### src/rtl/avr_xmem_fifo.sv
// AVR external-memory slave: byte TX/RX FIFOs with status, level and IRQ-mask registers.
// CPU writes complete with no wait state; every CPU read is stretched by exactly one WAIT cycle.
module avr_xmem_fifo #(
  parameter int DEPTH_LOG2 = 3
) (
  input  logic       clk,
  input  logic       rst,
  input  logic [1:0] xm_adr,
  input  logic [7:0] xm_din,
  output logic [7:0] xm_dout,
  input  logic       xm_cs,
  input  logic       xm_oe,
  input  logic       xm_we,
  output logic       xm_wait,
  output logic [7:0] tx_data,
  output logic       tx_valid,
  input  logic       tx_ready,
  input  logic [7:0] rx_data,
  input  logic       rx_valid,
  output logic       rx_ready,
  output logic       irq
);

  localparam int DEPTH = 1 << DEPTH_LOG2;
  localparam int PW    = DEPTH_LOG2;
  localparam int LW    = DEPTH_LOG2 + 1;

  typedef enum logic [1:0] {
    ST_IDLE = 2'd0,
    ST_WAIT = 2'd1,
    ST_ACK  = 2'd2
  } state_e;

  state_e          state_q, state_d;
  logic [7:0]      tx_mem_q [DEPTH];
  logic [7:0]      tx_mem_d [DEPTH];
  logic [7:0]      rx_mem_q [DEPTH];
  logic [7:0]      rx_mem_d [DEPTH];
  logic [PW-1:0]   tx_wr_q, tx_wr_d, tx_rd_q, tx_rd_d;
  logic [PW-1:0]   rx_wr_q, rx_wr_d, rx_rd_q, rx_rd_d;
  logic [LW-1:0]   tx_lvl_q, tx_lvl_d, rx_lvl_q, rx_lvl_d;
  logic            tx_ovf_q, tx_ovf_d, rx_unf_q, rx_unf_d;
  logic [1:0]      irqen_q, irqen_d;
  logic [7:0]      rdata_q, rdata_d;
  logic [7:0]      dout_q, dout_d;
  logic            irq_q, irq_d;

  logic            tx_full, tx_empty, rx_full, rx_empty;
  logic            wr_acc, rd_req, rd_fire;
  logic            tx_push, tx_pop, rx_push, rx_pop;
  logic [7:0]      status_val, level_val, rd_val;

  // Decode of the current access and FIFO handshakes, all judged on pre-edge state.
  always_comb begin
    tx_full    = (tx_lvl_q == LW'(DEPTH));
    tx_empty   = (tx_lvl_q == LW'(0));
    rx_full    = (rx_lvl_q == LW'(DEPTH));
    rx_empty   = (rx_lvl_q == LW'(0));
    wr_acc     = (state_q == ST_IDLE) && xm_cs && xm_we;
    rd_req     = (state_q == ST_IDLE) && xm_cs && xm_oe && !xm_we;
    rd_fire    = (state_q == ST_WAIT);
    tx_push    = wr_acc && (xm_adr == 2'd0) && !tx_full;
    tx_pop     = !tx_empty && tx_ready;
    rx_push    = rx_valid && !rx_full;
    rx_pop     = rd_fire && (xm_adr == 2'd0) && !rx_empty;
    status_val = {2'b00, rx_unf_q, tx_ovf_q, rx_full, rx_empty, tx_empty, tx_full};
    level_val  = {4'(rx_lvl_q), 4'(tx_lvl_q)};
    case (xm_adr)
      2'd0:    rd_val = rx_empty ? 8'h00 : rx_mem_q[rx_rd_q];
      2'd1:    rd_val = status_val;
      2'd2:    rd_val = level_val;
      2'd3:    rd_val = {6'b000000, irqen_q};
      default: rd_val = 8'h00;
    endcase
  end

  // Next-state logic for the access FSM, registers and both FIFOs.
  always_comb begin
    state_d  = state_q;
    rdata_d  = rdata_q;
    tx_mem_d = tx_mem_q;
    rx_mem_d = rx_mem_q;
    case (state_q)
      ST_IDLE: begin
        if (wr_acc) begin
          state_d = ST_ACK;
        end else if (rd_req) begin
          state_d = ST_WAIT;
        end else begin
          state_d = ST_IDLE;
        end
      end
      ST_WAIT: begin
        state_d = ST_ACK;
        rdata_d = rd_val;
      end
      ST_ACK:  state_d = ST_IDLE;
      default: state_d = ST_IDLE;
    endcase

    if (wr_acc && (xm_adr == 2'd0) && tx_full) begin
      tx_ovf_d = 1'b1;
    end else if (wr_acc && (xm_adr == 2'd1) && xm_din[4]) begin
      tx_ovf_d = 1'b0;
    end else begin
      tx_ovf_d = tx_ovf_q;
    end

    if (rd_fire && (xm_adr == 2'd0) && rx_empty) begin
      rx_unf_d = 1'b1;
    end else if (wr_acc && (xm_adr == 2'd1) && xm_din[5]) begin
      rx_unf_d = 1'b0;
    end else begin
      rx_unf_d = rx_unf_q;
    end

    irqen_d = (wr_acc && (xm_adr == 2'd3)) ? xm_din[1:0] : irqen_q;

    if (tx_push) begin
      tx_mem_d[tx_wr_q] = xm_din;
    end else begin
      tx_mem_d[tx_wr_q] = tx_mem_q[tx_wr_q];
    end
    if (rx_push) begin
      rx_mem_d[rx_wr_q] = rx_data;
    end else begin
      rx_mem_d[rx_wr_q] = rx_mem_q[rx_wr_q];
    end

    tx_wr_d  = tx_push ? tx_wr_q + PW'(1) : tx_wr_q;
    tx_rd_d  = tx_pop  ? tx_rd_q + PW'(1) : tx_rd_q;
    rx_wr_d  = rx_push ? rx_wr_q + PW'(1) : rx_wr_q;
    rx_rd_d  = rx_pop  ? rx_rd_q + PW'(1) : rx_rd_q;
    tx_lvl_d = tx_lvl_q + LW'(tx_push) - LW'(tx_pop);
    rx_lvl_d = rx_lvl_q + LW'(rx_push) - LW'(rx_pop);

    // Read data is only driven onto the bus during ACK.
    dout_d = (state_d == ST_ACK) ? rdata_d : 8'h00;
    irq_d  = (irqen_q[0] && !rx_empty) || (irqen_q[1] && tx_empty);
  end

  // State register; reset aborts any access in flight.
  always_ff @(posedge clk or posedge rst) begin
    if (rst) begin
      state_q  <= ST_IDLE;
      tx_mem_q <= '{default: 8'h00};
      rx_mem_q <= '{default: 8'h00};
      tx_wr_q  <= PW'(0);
      tx_rd_q  <= PW'(0);
      rx_wr_q  <= PW'(0);
      rx_rd_q  <= PW'(0);
      tx_lvl_q <= LW'(0);
      rx_lvl_q <= LW'(0);
      tx_ovf_q <= 1'b0;
      rx_unf_q <= 1'b0;
      irqen_q  <= 2'b00;
      rdata_q  <= 8'h00;
      dout_q   <= 8'h00;
      irq_q    <= 1'b0;
    end else begin
      state_q  <= state_d;
      tx_mem_q <= tx_mem_d;
      rx_mem_q <= rx_mem_d;
      tx_wr_q  <= tx_wr_d;
      tx_rd_q  <= tx_rd_d;
      rx_wr_q  <= rx_wr_d;
      rx_rd_q  <= rx_rd_d;
      tx_lvl_q <= tx_lvl_d;
      rx_lvl_q <= rx_lvl_d;
      tx_ovf_q <= tx_ovf_d;
      rx_unf_q <= rx_unf_d;
      irqen_q  <= irqen_d;
      rdata_q  <= rdata_d;
      dout_q   <= dout_d;
      irq_q    <= irq_d;
    end
  end

  assign xm_wait  = rd_req || (state_q == ST_WAIT);
  assign xm_dout  = dout_q;
  assign tx_data  = tx_mem_q[tx_rd_q];
  assign tx_valid = !tx_empty;
  assign rx_ready = !rx_full;
  assign irq      = irq_q;

endmodule

### config.mk
export PLATFORM = sky130hd
export DESIGN_NAME = avr_xmem_fifo
export DESIGN_NICKNAME = d
export VERILOG_FILES = /design/src/rtl/avr_xmem_fifo.sv
export SDC_FILE = /design/constraint.sdc
export NUM_CORES = 1
export LEC_CHECK = 0
export CAP_MARGIN = 15
export CELL_PAD_IN_SITES_DETAIL_PLACEMENT = 1
export CELL_PAD_IN_SITES_GLOBAL_PLACEMENT = 2
export CORE_UTILIZATION = 43
export CTS_CLUSTER_DIAMETER = 80
export DETAILED_ROUTE_END_ITERATION = 10
export GPL_TIMING_DRIVEN = 0
export PLACE_DENSITY_LB_ADDON = 0.1
export SLEW_MARGIN = 15
export SYNTH_ARGS = -nofsm -noshare
export SYNTH_HDL_FRONTEND = slang
export SYNTH_SLANG_ARGS = --single-unit
### constraint.sdc
create_clock -name clk -period 10.45 [get_ports clk]
set_input_delay 1.5675 -clock clk [delete_from_list [all_inputs] [get_ports clk]]
set_output_delay 1.5675 -clock clk [all_outputs]
set_load 0.005 [all_outputs]
# Word level (Yosys, flattened, before mapping)
# Index checks and enable logic that the tools add are counted.
[word_totals]
wordCells = 120
out_inout_bits = 20
inputBits = 25
reg_bits = 171
[classes]
add_sub_neg = 8
n_bitwise = 4
reduce_logical = 33
mux = 33
eq_ne = 7
order_cmp = 6
[ops]
columns = ["op", "count"]
rows = [
  ["$bwmux W64", 4],
  ["$mux W64", 2],
  ["$mux W8", 13],
  ["$bmux W8 S3", 4],
  ["$demux W8 S3", 2],
  ["$pmux W8 S4", 1],
  ["$logic_and A1 B1 Y1", 20],
  ["$ge A4 B4 Y1 const B", 4],
  ["$not A3 Y4", 4],
  ["$add A3 B1 Y3 const B", 4],
  ["$add A4 B1 Y4", 2],
  ["$eq A4 B4 Y1 const B", 2],
  ["$logic_not A4 Y1", 2],
  ["$lt A4 B1 Y1 const B", 2],
  ["$sub A4 B1 Y4", 2],
  ["$eq A2 B2 Y1 const B", 3],
  ["$logic_not A1 Y1", 5],
  ["$mux W1", 5],
  ["$eq A2 B1 Y1 const B", 2],
  ["$logic_not A2 Y1", 2],
  ["$pmux W2 S2", 1],
  ["$reduce_bool A2 Y1", 2],
  ["$logic_or A1 B1 Y1", 2],
  ["$mux W2", 1],
]

# Depth between registers and ports, before layout
[logic_depth]
word_depth = 9
depth_mapped = 12
depth_no_buf = 12

# Worst setup path before layout
# Ideal clock, no wire load.
[synth_timing]
path_type = "input to register"
from = "input xm_adr[1]"
to = "register tx_lvl_q[2]"
t_arrival_ns = 3.587
setup_slack_ns = 6.741
cell_stages = 10
cell_sequence = "clkbuf_1 nor4_4 inv_2 buf_6 ha_1 inv_1 ha_1 inv_1 fa_1 xnor2_1"
[synth_via]
elab_chain_cells = 5
[synth_rtl]
columns = ["item", "line", "rtl"]
rows = [
  ["start, declared", "8", "input logic [1:0] xm_adr,"],
  ["$logic_not A2 Y1", "62", "tx_push = wr_acc && (xm_adr == 2'd0) && !tx_full;"],
  ["$logic_and A1 B1 Y1 (2 in series)", "62", ""],
  ["$add A4 B1 Y4", "134", "tx_lvl_d = tx_lvl_q + LW'(tx_push) - LW'(tx_pop);"],
  ["$sub A4 B1 Y4", "134", ""],
  ["net tx_lvl_d[2]", "41", "logic [LW-1:0] tx_lvl_q, tx_lvl_d, rx_lvl_q, rx_lvl_d;"],
  ["end signal, assigned", "168", "tx_lvl_q <= tx_lvl_d;"],
  ["end, declared", "41", ""],
]
# The timed path passes the listed nets, and every way through them passes these cells.
# A chain may end at the register's enable or synchronous reset.

# Worst setup path after layout
[layout_timing]
from = "register tx_rd_q[1]"
to = "output tx_data[3]"
[layout_via]
elab_chain_cells = 4
[layout_rtl]
columns = ["item", "line", "rtl"]
rows = [
  ["start, declared", "39", "logic [PW-1:0] tx_wr_q, tx_wr_d, tx_rd_q, tx_rd_d;"],
  ["start signal, assigned", "165", "tx_rd_q <= tx_rd_d;"],
  ["$not A3 Y4 (implied by the code)", "181", "assign tx_data = tx_mem_q[tx_rd_q];"],
  ["$bmux W8 S3", "181", ""],
  ["$mux W8 (implied by the code) (2 in series)", "181", ""],
  ["end, declared", "15", "output logic [7:0] tx_data,"],
]
# No other way between the ends. The select of a mux whose other input is x is not followed.

==> flow_summary.yaml <==
sta:
  clock_skew_ps: 13.7
  tightestPinTransition_ps: 805
  grt_setup_unrepaired: "no"
  slew_violations: 0
  min_period_ps: 4740
  fin_ws_ps: 5710
  relSlewSlack_pct: 44.8
  hold_viol: 0
  period_share_pct: 45.3
  holdWs_ps: 455
  fmax_mhz: 211
  fin_tns_setup_ps: 0
  setup_violations: 0
synth:
  synth_seq_cells: 171
  synth_ff_type: "dfrtp_1"
  synth_seq_area_share_pct: 48.3
  synth_area_leaders: "dfrtp_1 48%, mux4_2 7.6%, nand2_1 7.2%"
  syn_inst: 860
  synthArstFlopShare_pct: 100
  yosys-top-cells-count: "171 x dfrtp_1, 171 x nand2_1, 123 x o21ai_0"
  yosysTopAreaCell: "dfrtp_1"
  synth_top_area_share_pct: 48.3
  syn_area_per_cell_um2: 10.3
  yosysWarnings: 0
  synth_nets: 903
  synth_cell_types: 62
  synth_edf_count: 0
  syn_area_um2: 8870
finish:
  fin_cells: 1205
  area_delta_synth_final_pct: 16.0
  finish.utilization_pct: 50.8
  fin_area_um2: 10300
  drive_gt1_share_pct: 13.0
  seq_area_um2: 4280
  num-fill-cells: 2237
  diodes: 0
  layout.nets: 965
  multi_input_area_um2: 4250
placement:
  place_ws_ps: 5810
  place_inst: 1173
  gp_congestion: 0.871
  io_buffers: 42
  dpl.hpwl_mm: 20.4
  place_area_um2: 9660
route:
  drc_errors: 0
  dr.pass1.iters: 4
  wl_per_cell_um: 23.7
  ant_nets: 0
  drt-initial-drc-count: 511
  drt-total-wl_mm: 28.6
  vias_per_cell: 5.97
  via_count: 7199
worst_setup_path:
  worst_setup_path_end_kind: "primary output"
  worstRegToRegCells: 12
  cp_max_fo: 10
  crit_arrival_ps: 3170
  r2r_end: "rx_lvl_q[3]"
  startpoint_type: "register"
  worstSetupPathType: "reg2out"
  r2r_slack_ps: 7320
  r2r_start: "rx_lvl_q[2]"
  crit_required_ps: 8880
grt:
  groute.usage.overall_pct: 28.4
  use_met3_pct: 6.30
  grt_pass1_wl_mm: 45.2
  grt.overflow.total: 0
  grt_max_degree: 115
  grt_pass1_vias: 7616
  busiest_layer: "met2"
  antenna_found_initial: 0
  met2_usage_pct: 43.5
  use_met1_pct: 41.0
power:
  p_leak_nw: 4.50
  peakVddDrop_v: 0.000145
  power.density_nw_per_um2: 355
  p_total_mw: 3.65
min_path:
  min_to: "rdata_q[4]"
  min_from: "rdata_q[4]"
  hp-class: "reg2reg"
  min_path_cells: 2
clocking:
  cts_sinks: 171
  ctsHoldBuffers: 0
  cts.htree.levels: 4
  post-cts-setup-buffer-count: 0
  cts_resized: 0
  cts_root_buf: "clkbuf_16"
  clk_path_buf_depth: 2
  path_clk_slew_ps: 70
  cts_buffers: 17
  cts_tree: "built"
  clkLatencyLatePin_ps: 440
floorplan:
  placement_rows: 52
  die_area_um2: 21200
  start_util_pct: 43.8
  ios: 45
  die_x_um: 146
  die_h_um: 146
  coreArea_um2: 20200
status:
  status: "complete, no violations"
run:
  drv_cap: 0
==> worst max-delay path: stages (launching register included) <==
cell             delay (ps)
dfrtp_1                 350
clkbuf_1                460
clkbuf_1                690
mux4_2                  480
mux2_2                  300
clkdlybuf4s50_1         440
==> placed cells by master, fill, tap and decap left out, types with 3 or more instances in the layout <==
cell,instances
buf_2,17
o221ai_1,6
a21o_1,3
a22oi_1,18
a221oi_1,7
clkbuf_16,17
mux4_2,30
buf_1,6
nor2b_1,8
o31ai_1,4
o21ai_0,123
nand2_1,171
and2_1,4
bufinv_16,3
mux2i_1,44
clkdlybuf4s50_1,42
a32oi_1,4
o21ai_1,11
nor3b_1,4
a21oi_1,20
nand3_1,11
mux2_2,24
o22ai_1,5
dfrtp_1,171
inv_1,23
ha_1,16
xnor2_1,9
inv_6,4
a31oi_1,10
xor2_1,3
and3_1,9
nand2b_1,4
clkbuf_8,3
nor2_1,20
clkbuf_1,32
==> layer usage <==
layer	wire (um)	up-vias
met4	309	0
met5	0	-
li1	-	3200
met3	1560	24
met1	13600	3782
met2	13100	193
==> area by class of cell <==
| type | instances | share of cell area, % |
|---|---|---|
| flip-flops and latches | 171 | 41.6 |
| multi-input cells | 606 | 41.3 |
| clock buffers | 20 | 4.54 |
| repair buffers | 43 | 4.35 |
| well taps | 270 | 3.28 |
| plain buffers | 56 | 2.32 |
| clock inverters | 12 | 1.54 |
| inverters | 27 | 1.06 |
==> worst max-delay path by stage <==
stage	startpoint	to	slack [ps]	depth (start not counted)
floorplan	rst	irq	4250	1
global route	tx_rd_q[1]	tx_data[3]	5630	5
finish	tx_rd_q[1]	tx_data[3]	5710	5
CTS	tx_rd_q[1]	tx_data[3]	5710	5
global placement	rst	rdata_q[4]	1960	2
detailed placement	xm_cs	tx_lvl_q[2]	5810	12
==> logic make-up after synthesis <==
kind of cell               after synthesis  share of synthesized area (%)
and+or+nand+nor                        244                           12.1
buffers and inverters                   83                           3.84
muxes                                   99                           15.8
adders and majority gates               18                           2.71
DFF                                    171                           48.3
xor gates and xnor gates                12                           1.19
AOI/OAI and AO/OA                      233                           16.1
==> flip-flops by register name (all words and copies together), names as in the netlist, 4 cells and up <==
name	count
rdata_q	8
rx_lvl_q	4
rx_mem_q	64
tx_lvl_q	4
tx_mem_q	64
xm_dout	8
==> where the power goes <==
group / switching (mW) / internal (mW)
Sequential: 0.241 / 0.962
Combinational: 1.05 / 0.722
Clock: 0.277 / 0.398
Power figures use the tool's default switching activity.
